`src/rtl/pipe_stall_ctrl.sv`:
```
// rtl/pipe_stall_ctrl.sv - hazard/stall controller with MDU busy sequencer for a five-stage pipeline
//
// Ports:
//   clk, reset            rising-edge clock, synchronous active-high reset
//   D_rs, D_rt            source register addresses of the instruction in D
//   D_tuse_rs, D_tuse_rt  cycles until D needs each source (3 = not used)
//   D_md                  D instruction uses HI/LO/MDU
//   E_wa, E_tnew          destination and result latency of the E instruction
//   M_wa, M_tnew          destination and result latency of the M instruction
//   E_md_start, E_md_div  mult/div issuing from E this cycle; 1 = divide
//   PCWE, D_en            fetch PC write enable, IF/ID enable (low on stall)
//   E_flush               ID/EX bubble insert (high on stall)
//   md_busy               MDU sequencer counting
//   stall_cnt             stall cycles since reset, wraps at 2^32

module pipe_stall_ctrl #(
    parameter int unsigned MULT_CYCLES = 5,
    parameter int unsigned DIV_CYCLES  = 10
) (
    input  logic        clk,
    input  logic        reset,
    input  logic [4:0]  D_rs,
    input  logic [4:0]  D_rt,
    input  logic [1:0]  D_tuse_rs,
    input  logic [1:0]  D_tuse_rt,
    input  logic        D_md,
    input  logic [4:0]  E_wa,
    input  logic [1:0]  E_tnew,
    input  logic [4:0]  M_wa,
    input  logic [1:0]  M_tnew,
    input  logic        E_md_start,
    input  logic        E_md_div,
    output logic        PCWE,
    output logic        D_en,
    output logic        E_flush,
    output logic        md_busy,
    output logic [31:0] stall_cnt
);

    localparam logic [3:0] MULT_LOAD = 4'(MULT_CYCLES);
    localparam logic [3:0] DIV_LOAD  = 4'(DIV_CYCLES);

    logic [3:0] md_cnt;
    logic       hit_rs_e;
    logic       hit_rs_m;
    logic       hit_rt_e;
    logic       hit_rt_m;
    logic       reg_stall;
    logic       md_stall;
    logic       stall;

    // A source stalls only when its producer cannot deliver in time to be
    // forwarded; $0 is hard-wired so it never creates a dependency.
    always_comb begin
        hit_rs_e  = (D_rs != 5'd0) && (D_rs == E_wa) && (D_tuse_rs < E_tnew);
        hit_rs_m  = (D_rs != 5'd0) && (D_rs == M_wa) && (D_tuse_rs < M_tnew);
        hit_rt_e  = (D_rt != 5'd0) && (D_rt == E_wa) && (D_tuse_rt < E_tnew);
        hit_rt_m  = (D_rt != 5'd0) && (D_rt == M_wa) && (D_tuse_rt < M_tnew);
        reg_stall = hit_rs_e | hit_rs_m | hit_rt_e | hit_rt_m;
        // E_md_start covers the issue cycle, before md_cnt has been loaded.
        md_stall  = D_md & (E_md_start | md_busy);
        stall     = reg_stall | md_stall;
        PCWE      = ~stall;
        D_en      = ~stall;
        E_flush   = stall;
    end

    assign md_busy = (md_cnt != 4'd0);

    // A start while already busy is ignored: the running count continues.
    always_ff @(posedge clk) begin
        if (reset) begin
            md_cnt <= 4'd0;
        end else if (E_md_start && !md_busy) begin
            md_cnt <= E_md_div ? DIV_LOAD : MULT_LOAD;
        end else if (md_busy) begin
            md_cnt <= md_cnt - 4'd1;
        end
    end

    always_ff @(posedge clk) begin
        if (reset) begin
            stall_cnt <= 32'd0;
        end else if (stall) begin
            stall_cnt <= stall_cnt + 32'd1;
        end
    end

endmodule

```
`config.mk`:
```
export PLATFORM = sky130hd
export DESIGN_NAME = pipe_stall_ctrl
export DESIGN_NICKNAME = d
export VERILOG_FILES = /design/src/rtl/pipe_stall_ctrl.sv
export SDC_FILE = /design/constraint.sdc
export NUM_CORES = 1
export LEC_CHECK = 0
export CAP_MARGIN = 10
export CORE_MARGIN = 4
export CORE_UTILIZATION = 35
export CTS_CLUSTER_DIAMETER = 150
export DETAILED_ROUTE_END_ITERATION = 8
export REMOVE_ABC_BUFFERS = 1
export SYNTH_ARGS = -nofsm -noshare
export SYNTH_HDL_FRONTEND = slang
export SYNTH_SLANG_ARGS = --single-unit
```
`constraint.sdc`:
```
create_clock -name clk -period 7.1 [get_ports clk]
set_input_delay 1.775 -clock clk [delete_from_list [all_inputs] [get_ports clk]]
set_output_delay 1.775 -clock clk [all_outputs]
set_load 0.05 [all_outputs]
```
* Word-level counts from Yosys, hierarchy flattened
Index checks and enable logic that the tools add are counted.
** Storage, ports and cells
- Bits in registers :: 36
- Bits of input ports :: 33
- Output and inout bits :: 36
** Operators by class
- Add/subtract/negate cells :: 2
- Magnitude comparators :: 4
- Eq/ne operators :: 4
- Multiplexer cells :: 3
- Bitwise operators :: 7
- Reduce and logical (&&, ||, !) cells :: 14
** Operators by type and width (number)
- 32-bit by 1-bit adder with 32-bit output, second input constant :: 1
- 5-bit equality test :: 4
- 4-bit 2-to-1 mux :: 3
- 5-bit nonzero test :: 2
- 1-bit logical AND :: 9
- 2-bit < comparator :: 4
- 1-bit bitwise OR :: 5
- 4-bit nonzero test :: 1
- 4-bit by 1-bit subtractor with 4-bit output, second input constant :: 1
- 2-bit nonzero test :: 1
- 1-bit AND :: 1
- 1-bit logical NOT :: 1
- 1-bit NOT :: 1

* Depth between registers and ports, before layout
- Depth in word-level cells :: 8
- Gate-level depth with buffers :: 10

* Least setup slack after synthesis
No wires, ideal clock.
- Path kind :: input-to-output
- Start :: in D_rs[1]
- End :: out E_flush
- Arrival time :: 4.591 ns
- Path slack :: 0.734 ns
- Stages :: 5
- Path buffers :: 0
- Path through :: or4_1 nor2_1 a21oi_2 nor3_1 inv_1
** Between the ends
- Longest elaborated chain between the ends :: 7
- Elaborated cells between the ends (all ways) :: 11
** RTL lines
- start: declaration :: line 22 : input logic [4:0] D_rs,
- 5-bit equality test, or another cell as far along :: line 55 : hit_rs_e = (D_rs != 5'd0) && (D_rs == E_wa) && (D_tuse_rs < E_tnew);
- 1-bit logical AND, on equally long branches (2 in series) :: line 55, 56
- 1-bit bitwise OR (*) (3 in series) :: line 59 : reg_stall = hit_rs_e | hit_rs_m | hit_rt_e | hit_rt_m;
- 1-bit bitwise OR (*) :: line 62 : stall = reg_stall | md_stall;
- end: declaration :: line 35 : output logic E_flush,
Mark *: on every way between the ends. The rest lies on a longest branch, timed or not.

* Final worst setup path
- Start :: in D_rs[1]
- End :: out PCWE
** Between the ends
- Longest elaborated chain between the ends :: 8
- Elaborated cells between the ends (all ways) :: 12
** RTL lines
- 5-bit equality test, or another cell as far along :: line 55
- 1-bit logical AND, on equally long branches (2 in series) :: line 55, 56
- 1-bit bitwise OR (*) (3 in series) :: line 59
- 1-bit bitwise OR (*) :: line 62
- 1-bit NOT (*) :: line 63 : PCWE = ~stall;
- end: declaration :: line 33 : output logic PCWE,
Marked as above.

==> reports/qor.csv <==
metric,value,unit
Cell Pwr Density,179,mW/mm2
largest net degree at the start of global routing,40,
Final Util,50.4,%
clk_lat worst skew,0.28,ns
GP Congestion,0.796,
Clock Pin Slew Worst Setup and Hold Paths,0.06,ns
vias in the first global route,2053,
"top cells by area, synth","dfxtp_1, xor2_1, a21oi_1",
ys flop type,dfxtp_1,
antenna violations before repair,0,
"Seq/Total Area, Yosys",32.8,%
Hold Path Class,reg -> reg,
Critical Path RT,5.33,ns
initial core utilization,36.6,%
Pre-antenna DRT Iters,4,
CP arrival,4.58,ns
top cell type by total area after synthesis,dfxtp_1,
Setup Viol. Count Final,0,
die width,87.2,um
asr flop ratio synth,0,%
CP endpoint kind,output port,
Post-CTS Setup Bufs,0,
P&R area growth vs syn,37.6,%
crit-path max FO,7,
cts repair resizes,0,
max-cap viol count,0,
hold_ws,0.490,ns
share of cells above drive strength 1,6.97,%
area of the core,0.00599,mm2
post-route ant nets,0,
Worst-Margin Slew,0.752,ns
Vias per Instance,5.13,
Top delay family on crit path,buffers and inverters,
WL per Instance,13.0,um
Routed WL,5260,um
register bit total from synthesis,36,
final hold violations,0,
unique cell type count in the Yosys netlist,39,
gr usage total,14.2,%
CP cell instances,"clkdlybuf4s50_1, or4_1, nor2_1, a21oi_2, nor3_1, clkdlybuf4s50_1",
hold-fix buffers at CTS,0,
syn_area_per_cell,8.41,um2
CTS tree,yes,
Power Total,0.541,mW
CTS Sinks,36,
die area,0.00760,mm2
CP bufs+invs,2,
H-tree depth,2,
Inserted Diodes,0,
share of the synthesized area in the top cell type,32.8,%
Final Slew Violations,0,
most frequent cells in the layout,"clkdlybuf4s50_1, dfxtp_1, a21oi_1",
first-pass GRT wire length,8860,um
Die Ht,87.2,um
vias,2078,
Max rail drop VDD,151,uV
CP max stage cell,clkdlybuf4s50_1,
"commonest non-fill, non-tap cell in the layout",clkdlybuf4s50_1,
Ys Warns,0,
grt ovf,0,
number of core rows,28,
CTS Buf Count,5,
run status,completed,
CP Launch Type,primary input,
Max Clock Freq,157,MHz
Tmin final,6.36,ns
static leakage,1.05,nW
Layout Nets,370,
kind of critical path,in -> out,
final worst-path cycle share,89.6,%
DRT iter0 DRCs,70,
Layout Skew,0.00825,ns
Root Driver,clkbuf_8,
CTS max path bufs,2,
CP most frequent cell,clkdlybuf4s50_1,
detailed-route DRC error count,0,
Worst slew margin,49.5,%
RSZ-0062 raised after global routing,false,
max incr delay on CP,0.94,ns
hpwl dp,4040,um
synthesized area,0.00219,mm2
io pins,69,
Mapped Cells,261,
port buffer count,68,
Post-synth EDFFs,0,
cell families (layout without fill, tap and decap cells):
group	after synthesis	count (layout)	share of synthesized area [%]
and+or+nand+nor	97	97	27.1
adders and majority gates	7	7	3.99
xor gates and xnor gates	26	26	10.4
buffers and inverters	24	93	4.79
muxes	4	4	2.00
DFF	36	36	32.8
AOI/OAI and AO/OA	67	67	18.9
layout make-up:
type	count	area (um2)
Multi-Input combinational cell	201	1370
Tap cell	75	93.8
Fill cell	562	2970
Sequential cell	36	721
Inverter	15	56.3
Clock buffer	6	72.6
Clock inverter	1	5.00
Timing Repair Buffer	71	703
worst min-delay path, stage by stage, from the launching register on:
cell,delay (ns)
dfxtp_1,0.32
o31ai_1,0.06
a21oi_1,0.06
metal layers:
layer / up-vias / global-route usage (%) / wire (um)
met1: 933 / 17.1 / 2460
met4: 0 / 3.77 / 60
met5: - / 0 / 0
li1: 1080 / - / -
met2: 57 / 24.7 / 2390
met3: 8 / 3.97 / 356
state kept, by name (all words and copies together), names as in the netlist:
signal	cells
md_cnt	4
stall_cnt	32
final timing paths:
check	startpoint	endpoint	slack, ns	cells past startpoint
max	D_rs[1]	PCWE	0.74	6
min	md_cnt[3]$_SDFFE_PP0P_	md_cnt[3]$_SDFFE_PP0P_	0.49	2
max reg2reg	stall_cnt[3]$_SDFFE_PP0P_	stall_cnt[29]$_SDFFE_PP0P_	4.74	7
min reg2reg	md_cnt[3]$_SDFFE_PP0P_	md_cnt[3]$_SDFFE_PP0P_	0.49	2
stage by stage:
step | area, um2 | cells | setup WS, ns | setup TNS (ns)
after CTS | 3020 | 405 | 0.713 | 0
after global placement | 2940 | 398 | 0.767 | 0
final | 3020 | 405 | 0.740 | 0
after global routing | 3020 | 405 | 0.589 | 0
after floorplan | 2150 | 252 | -0.465 | -0.465
after detailed placement | 2940 | 398 | 0.724 | 0
synthesized netlist by cell type, types with 3 or more instances:
cell and number:
or4_1 9, nor4_1 5, buf_2 3, o21ai_0 18, or3_1 16, mux2_2 3
inv_1 15, nand4_1 4, o311ai_0 3, nor2b_1 5, ha_1 7, nor2_1 17
nor3_1 5, nand3_1 7, nand2_1 16, nand4_4 3, dfxtp_1 36, clkbuf_1 4
o31ai_1 8, xor2_1 18, a211oi_1 3, xnor2_1 8, a21oi_1 27
power by group:
| part | internal [mW] | switching (mW) |
|---|---|---|
| logic | 0.0734 | 0.105 |
| clock network | 0.0667 | 0.0682 |
| registers | 0.216 | 0.0127 |
| total | 0.356 | 0.186 |
Note: power is estimated with default switching activity, not from simulation.
